$ cat src/rtl/tlul_host_arb_if.sv
// TL-UL request/response structs plus the bundle that carries every host and
// device channel into the arbiter.
package tlul_pkg;

   typedef struct packed {
      logic        a_valid;
      logic [2:0]  a_opcode;
      logic [2:0]  a_param;
      logic [1:0]  a_size;
      logic [7:0]  a_source;
      logic [31:0] a_address;
      logic [3:0]  a_mask;
      logic [31:0] a_data;
      logic [15:0] a_user;
      logic        d_ready;
   } tl_h2d_t;

   typedef struct packed {
      logic        d_valid;
      logic [2:0]  d_opcode;
      logic [2:0]  d_param;
      logic [1:0]  d_size;
      logic [7:0]  d_source;
      logic        d_sink;
      logic [31:0] d_data;
      logic [15:0] d_user;
      logic        d_error;
      logic        a_ready;
   } tl_d2h_t;

   localparam logic [2:0] OpGet       = 3'h4;
   localparam logic [2:0] OpAccessAck = 3'h0;

   localparam tl_h2d_t TL_H2D_DEFAULT = '{
      a_valid:   1'b0,
      a_opcode:  OpGet,
      a_param:   3'h0,
      a_size:    2'h0,
      a_source:  8'h0,
      a_address: 32'h0,
      a_mask:    4'h0,
      a_data:    32'h0,
      a_user:    16'h0,
      d_ready:   1'b1
   };

   localparam tl_d2h_t TL_D2H_DEFAULT = '{
      d_valid:  1'b0,
      d_opcode: OpAccessAck,
      d_param:  3'h0,
      d_size:   2'h0,
      d_source: 8'h0,
      d_sink:   1'b0,
      d_data:   32'h0,
      d_user:   16'h0,
      d_error:  1'b0,
      a_ready:  1'b1
   };

endpackage

interface tlul_host_arb_if
   import tlul_pkg::*;
#(
   parameter int NumHosts = 2
);
   tl_h2d_t [NumHosts-1:0] tl_h_i;
   tl_d2h_t [NumHosts-1:0] tl_h_o;
   tl_h2d_t                tl_d_o;
   tl_d2h_t                tl_d_i;

   modport slave  (input  tl_h_i, tl_d_i, output tl_h_o, tl_d_o);
   modport master (output tl_h_i, tl_d_i, input  tl_h_o, tl_d_o);
endinterface

$ cat src/rtl/tlul_host_arb.sv
// Round-robin arbiter sharing one in-order TL-UL device between NumHosts hosts;
// an in-order FIFO of grant indices steers each D response back to its host.
module tlul_host_arb
   import tlul_pkg::*;
#(
   parameter  int NumHosts       = 2,
   parameter  int MaxOutstanding = 4,
   localparam int IdxW           = (NumHosts > 1) ? $clog2(NumHosts) : 1,
   localparam int CntW           = $clog2(MaxOutstanding + 1)
) (
   input  logic            clk_i,
   input  logic            rst_ni,
   tlul_host_arb_if.slave  bus,
   output logic [CntW-1:0] outstanding_o,
   output logic            busy_o,
   output logic            spurious_rsp_o
);

   localparam int              PtrW     = (MaxOutstanding > 1) ? $clog2(MaxOutstanding) : 1;
   localparam logic [CntW-1:0] MaxCnt   = CntW'(MaxOutstanding);
   localparam logic [PtrW-1:0] LastPtr  = PtrW'(MaxOutstanding - 1);
   localparam int              PayloadW = $bits(tl_h2d_t) - 2;

   logic [IdxW-1:0] rr_q, rr_d;
   logic            lock_q, lock_d;
   logic [IdxW-1:0] lock_idx_q, lock_idx_d;
   logic [IdxW-1:0] fifo_q [MaxOutstanding];
   logic [PtrW-1:0] wptr_q, wptr_d, rptr_q, rptr_d;
   logic [CntW-1:0] cnt_q, cnt_d;
   logic            spurious_q, spurious_d;

   logic                grantValid;
   logic [IdxW-1:0]     grantIdx;
   logic [NumHosts-1:0] grantVec;
   logic                grantAValid;
   logic                full, empty;
   logic                aValidOut, aHandshake;
   logic [IdxW-1:0]     headIdx;
   logic                dReadyOut, dHandshake, pop;
   logic [PayloadW-1:0] aPayload;

   function automatic logic [IdxW-1:0] wrapIdx(input logic [IdxW-1:0] base,
                                               input int unsigned off);
      int unsigned sum;
      sum = 32'(base) + off;
      if (sum >= 32'(NumHosts)) sum = sum - 32'(NumHosts);
      return IdxW'(sum);
   endfunction

   // A held lock wins outright; otherwise the lowest offset from rr_q wins,
   // so the loop walks offsets high to low and the last hit is kept.
   always_comb begin
      grantValid = 1'b0;
      grantIdx   = '0;
      if (lock_q) begin
         grantValid = 1'b1;
         grantIdx   = lock_idx_q;
      end else begin
         for (int k = NumHosts - 1; k >= 0; k--) begin
            if (bus.tl_h_i[wrapIdx(rr_q, k)].a_valid) begin
               grantValid = 1'b1;
               grantIdx   = wrapIdx(rr_q, k);
            end
         end
      end
      grantVec = grantValid ? (NumHosts'(1) << grantIdx) : '0;
   end

   assign full        = (cnt_q == MaxCnt);
   assign empty       = (cnt_q == '0);
   assign grantAValid = grantValid && bus.tl_h_i[grantIdx].a_valid;
   assign aValidOut   = rst_ni && grantAValid && !full;
   assign aHandshake  = aValidOut && bus.tl_d_i.a_ready;
   assign headIdx     = fifo_q[rptr_q];
   assign dReadyOut   = empty ? 1'b1 : bus.tl_h_i[headIdx].d_ready;
   assign dHandshake  = bus.tl_d_i.d_valid && dReadyOut;
   assign pop         = dHandshake && !empty;

   // Device request: the granted host's fields pass straight through, while
   // d_ready always follows whichever host owns the oldest outstanding request.
   always_comb begin
      bus.tl_d_o = TL_H2D_DEFAULT;
      if (grantValid) bus.tl_d_o = bus.tl_h_i[grantIdx];
      bus.tl_d_o.a_valid = aValidOut;
      bus.tl_d_o.d_ready = dReadyOut;
   end

   always_comb begin
      busy_o = (cnt_q != '0);
      for (int i = 0; i < NumHosts; i++) begin
         bus.tl_h_o[i] = TL_D2H_DEFAULT;
         bus.tl_h_o[i].d_valid = 1'b0;
         if (!empty && (headIdx == IdxW'(i))) bus.tl_h_o[i] = bus.tl_d_i;
         bus.tl_h_o[i].a_ready = rst_ni && grantValid && (grantIdx == IdxW'(i))
                                 && bus.tl_d_i.a_ready && !full;
         busy_o = busy_o || bus.tl_h_i[i].a_valid;
      end
   end

   // Next-state: a stalled grant locks the port until its A handshake.
   always_comb begin
      rr_d       = rr_q;
      lock_d     = lock_q;
      lock_idx_d = lock_idx_q;
      wptr_d     = wptr_q;
      rptr_d     = rptr_q;
      spurious_d = spurious_q;
      cnt_d      = cnt_q + CntW'(aHandshake) - CntW'(pop);
      if (aHandshake) begin
         rr_d   = wrapIdx(grantIdx, 1);
         wptr_d = (wptr_q == LastPtr) ? '0 : wptr_q + 1'b1;
         lock_d = 1'b0;
      end else if (grantAValid) begin
         lock_d     = 1'b1;
         lock_idx_d = grantIdx;
      end
      if (pop) rptr_d = (rptr_q == LastPtr) ? '0 : rptr_q + 1'b1;
      if (bus.tl_d_i.d_valid && empty) spurious_d = 1'b1;
   end

   always_ff @(posedge clk_i or negedge rst_ni) begin
      if (!rst_ni) begin
         rr_q       <= '0;
         lock_q     <= 1'b0;
         lock_idx_q <= '0;
         wptr_q     <= '0;
         rptr_q     <= '0;
         cnt_q      <= '0;
         spurious_q <= 1'b0;
         for (int i = 0; i < MaxOutstanding; i++) fifo_q[i] <= '0;
      end else begin
         rr_q       <= rr_d;
         lock_q     <= lock_d;
         lock_idx_q <= lock_idx_d;
         wptr_q     <= wptr_d;
         rptr_q     <= rptr_d;
         cnt_q      <= cnt_d;
         spurious_q <= spurious_d;
         if (aHandshake) fifo_q[wptr_q] <= grantIdx;
      end
   end

   assign outstanding_o  = cnt_q;
   assign spurious_rsp_o = spurious_q;

   assign aPayload = {bus.tl_d_o.a_opcode, bus.tl_d_o.a_param, bus.tl_d_o.a_size,
                      bus.tl_d_o.a_source, bus.tl_d_o.a_address, bus.tl_d_o.a_mask,
                      bus.tl_d_o.a_data, bus.tl_d_o.a_user};

   grantOneHot: assert property (@(posedge clk_i) disable iff (!rst_ni)
      $onehot0(grantVec));
   lockPayloadStable: assert property (@(posedge clk_i) disable iff (!rst_ni)
      lock_q |-> $stable(aPayload));
   popNotEmpty: assert property (@(posedge clk_i) disable iff (!rst_ni)
      dHandshake && !empty |-> cnt_q != '0);
   pushNotFull: assert property (@(posedge clk_i) disable iff (!rst_ni)
      aHandshake |-> cnt_q < MaxCnt);
   cntInRange: assert property (@(posedge clk_i) disable iff (!rst_ni)
      cnt_q <= MaxCnt);

endmodule

$ cat src/flat_wrapper.sv
// flat-port wrapper written by rule: the top's interface ports become plain ports
module tlul_host_arb_flat import tlul_pkg::*;
#(
   parameter  int NumHosts       = 2,
   parameter  int MaxOutstanding = 4,
   localparam int IdxW           = (NumHosts > 1) ? $clog2(NumHosts) : 1,
   localparam int CntW           = $clog2(MaxOutstanding + 1)
)
  (clk_i, rst_ni, outstanding_o, busy_o, spurious_rsp_o, bus_tl_h_i, bus_tl_d_i, bus_tl_h_o, bus_tl_d_o);
  tlul_host_arb_if #(.NumHosts(NumHosts)) bus_i ();
  input  logic clk_i;
  input  logic rst_ni;
  output logic [CntW-1:0] outstanding_o;
  output logic busy_o;
  output logic spurious_rsp_o;
  input wire logic [$bits(bus_i.tl_h_i)-1:0] bus_tl_h_i;
  input wire logic [$bits(bus_i.tl_d_i)-1:0] bus_tl_d_i;
  output wire logic [$bits(bus_i.tl_h_o)-1:0] bus_tl_h_o;
  output wire logic [$bits(bus_i.tl_d_o)-1:0] bus_tl_d_o;
  assign bus_i.tl_h_i = bus_tl_h_i;
  assign bus_i.tl_d_i = bus_tl_d_i;
  assign bus_tl_h_o = bus_i.tl_h_o;
  assign bus_tl_d_o = bus_i.tl_d_o;
  tlul_host_arb #(.NumHosts(NumHosts), .MaxOutstanding(MaxOutstanding)) u_core (.clk_i(clk_i), .rst_ni(rst_ni), .bus(bus_i), .outstanding_o(outstanding_o), .busy_o(busy_o), .spurious_rsp_o(spurious_rsp_o));
endmodule
$ cat config.mk
export PLATFORM = sky130hd
export DESIGN_NAME = tlul_host_arb_flat
export DESIGN_NICKNAME = d
export VERILOG_FILES = /design/src/rtl/tlul_host_arb_if.sv /design/src/rtl/tlul_host_arb.sv /design/src/flat_wrapper.sv
export SDC_FILE = /design/constraint.sdc
export NUM_CORES = 1
export LEC_CHECK = 0
export CORE_AREA = 2 2 200 202
export CTS_CLUSTER_SIZE = 16
export DETAILED_ROUTE_END_ITERATION = 16
export DIE_AREA = 0 0 202 204
export SETUP_SLACK_MARGIN = 0.15
export SKIP_CTS_REPAIR_TIMING = 1
export SLEW_MARGIN = 25
export SYNTH_ARGS = -nofsm -noshare
export SYNTH_HDL_FRONTEND = slang
export SYNTH_SLANG_ARGS = --single-unit
$ cat constraint.sdc
create_clock -name clk_i -period 2.8 [get_ports clk_i]
set_clock_uncertainty 0.05 [all_clocks]
set_input_delay 0.56 -clock clk_i [delete_from_list [all_inputs] [get_ports clk_i]]
set_output_delay 0.56 -clock clk_i [all_outputs]
set_load 0.01 [all_outputs]
==> results_dict.tcl <==
set metrics [dict create \
    syn_nets 922 \
    crit_path_end_kind "primary output" \
    wire_per_inst_um 16.8 \
    drtPass1Iterations 6 \
    cts_tree "yes" \
    min_period_ps 2900 \
    h-tree-depth 1 \
    reg2reg_to "u_core.outstanding_o[2]" \
    worstPathRequired_ps 2190 \
    antenna_found_initial 0 \
    rr_worst_depth 10 \
    dp_hpwl_um 21200 \
    cpMaxStageDelayCell "mux4_2" \
    synth_seq_area_share_pct 12.0 \
    vias 6522 \
    drcViolationCount 0 \
    slew_violations 0 \
    finalCritPeriodShare_pct 103 \
    io-pin-count 517 \
    cts_buffers 3 \
    num_rows 73 \
    worstSetupPathType "flip-flop to primary output" \
    crit-reg2reg-launch "u_core.rptr_q[0]" \
    nNetsFinal 1470 \
    finalHoldViolCount 0 \
    initial_utilization_pct 7.97 \
    power_leakage_nw 6.24 \
    syn_area_mm2 0.00312 \
    root_buffer "clkbuf_16" \
    wirelength_um 28800 \
    place_ws_ps -586 \
    die_h_um 204 \
    p_per_area_mw_per_mm2 990 \
    core_area_mm2 0.0392 \
    clockBufferDepth 2 \
    worst_hold_path_type "input pin to async pin" \
    cts_sinks 15 \
    rsz0062_at_grt "yes" \
    area_delta_synth_final_pct 224 \
    place_inst 1679 \
    synth.avg_cell_area_um2 4.88 \
    r2r_slack_ps 0 \
    ant_nets 0 \
    grt_pass1_wl_um 35800 \
    dr.first_iter.drc_count 469 \
    clkTransAtPathRegs_ps 50 \
    max_stage_delay_ps 630 \
    worst-path-stages 4 \
    violations "setup timing" \
    grt_max_degree 59 \
    crit_path_start_kind "flip-flop" \
    grt_pass1_vias 6159 \
    synth_seq_cells 15 \
    path_cells "mux4_2 -> buf_12 -> nor2_1 -> clkdlybuf4s50_1" \
    vdd_ir_drop_max_mv 0.407 \
    cp.buffers_inverters 2 \
    cp_max_fo 52 \
    drv_cap 0 \
    status "complete, but fails checks" \
    arrival_ps 2290 \
    setup_viol 3 \
    grt_usage_pct 11.1 \
    layout_commonest_cell "clkdlybuf4s50_1" \
    yosys_warnings 0 \
    layout_common_cells "clkdlybuf4s50_1, nand2_1, dlymetal6s2s_1" \
    synth.distinct_cells 30 \
    crit_start "u_core.rptr_q[0]" \
    worst_slack_ps -95.3 \
    fp.dieArea_mm2 0.0412 \
    insertedDiodeCount 0 \
    die_w_um 202 \
    overflow 0 \
    portBuffers 516 \
    fmax_mhz 345 \
    gp_congestion 0.814 \
    instances_no_fill 1712 \
    worstMarginPinSlew_ps 609 \
    worst_slew_margin_rel_pct 59.3 \
    final_layout_size_suffix_gt1_share_pct 16.3 \
    cp_top_family "buffers and inverters" \
    synthCells 640 \
    clk_latency_ps 250 \
    viasPerCell 3.81 \
]
## report_power, final
part / leakage (nW) / internal, mW / total [mW] / switching, mW
combinational: 6.03 / 4.73 / 9.31 / 4.57
clock: 0.0409 / 0.191 / 0.277 / 0.0869
sequential: 0.175 / 0.324 / 0.419 / 0.0943
## synthesized netlist by cell type
cell type,instances,area [um2]
nand2_1,272,1020
nor2_1,140,526
a21oi_1,99,495
clkbuf_1,35,131
dfrtp_1,15,375
inv_1,11,41.3
buf_1,10,37.5
buf_2,10,50.1
mux2_2,8,90.1
ha_1,7,87.6
nor3_1,7,35.0
buf_4,2,15.0
mux2_1,2,22.5
mux2i_1,2,20.0
nand2b_1,2,12.5
nor2b_1,2,12.5
o21ai_1,2,10.0
or3_1,2,12.5
a21boi_0,1,7.51
a31o_2,1,8.76
fa_1,1,20.0
mux4_2,1,22.5
nand3b_1,1,7.51
nor4_1,1,6.26
o21a_1,1,7.51
o21bai_1,1,7.51
o22ai_1,1,6.26
o311ai_2,1,16.3
xnor2_1,1,8.76
xor2_1,1,8.76
## layout make-up
cell class	instances	area, um2
clock inverters	1	5.00
clock buffers	3	75.1
well taps	525	657
fillers	4243	29100
inverters	11	41.3
flip-flops and latches	15	378
multi-input cells	557	2600
repair buffers	600	6350
## worst max path at each step
stage / slack (ps) / to
after floorplan: 360 / u_core.outstanding_o[2]
after global placement: -610 / bus_tl_d_o[13]
after detailed placement: -590 / bus_tl_d_o[13]
after CTS: -620 / bus_tl_d_o[13]
after global routing: -130 / bus_tl_h_o[32]
final: -100 / bus_tl_h_o[45]
## metrics by stage
step | TNS [ps] | hold slack, ps | util, % | instance area, um2 | total power [mW]
2_1_floorplan | 0 | 214 | - | 3120 | 3.91
3_3_place_gp | -52800 | 401 | 23.8 | 9330 | 9.14
3_5_place_dp | -50790 | 409 | 23.8 | 9330 | 9.19
4_1_cts | -56490 | 421 | 24.0 | 9410 | 9.54
5_1_grt | -813 | 296 | 25.8 | 10100 | 10.7
6_report | -226 | 269 | 25.8 | 10100 | 10.0
## cells by family after synthesis
kind of cell | after synthesis | synth area share [%]
multiplexers | 13 | 4.97
AO/OA/AOI/OAI | 107 | 17.9
buffers and inverters | 68 | 8.81
AND/OR/NAND/NOR | 427 | 52.3
adder cells (fa/ha/maj) | 8 | 3.45
XOR/XNOR | 2 | 0.561
flip-flops | 15 | 12.0
## state kept, by name, summed over array words and instances, names as in the netlist
name and flops:
u_core.fifo_q 4, u_core.lock_idx_q 1, u_core.lock_q 1, u_core.outstanding_o 3, u_core.rptr_q 2, u_core.rr_q 1, u_core.spurious_rsp_o 1, u_core.wptr_q 2
## per-layer routing
layer	share of wire, %	GRT usage, %
met2	52	21.2
met1	39	12.7
met4	1.3	2.39
met3	7.6	1.90
met5	0	0
Power figures use the tool's default switching activity.
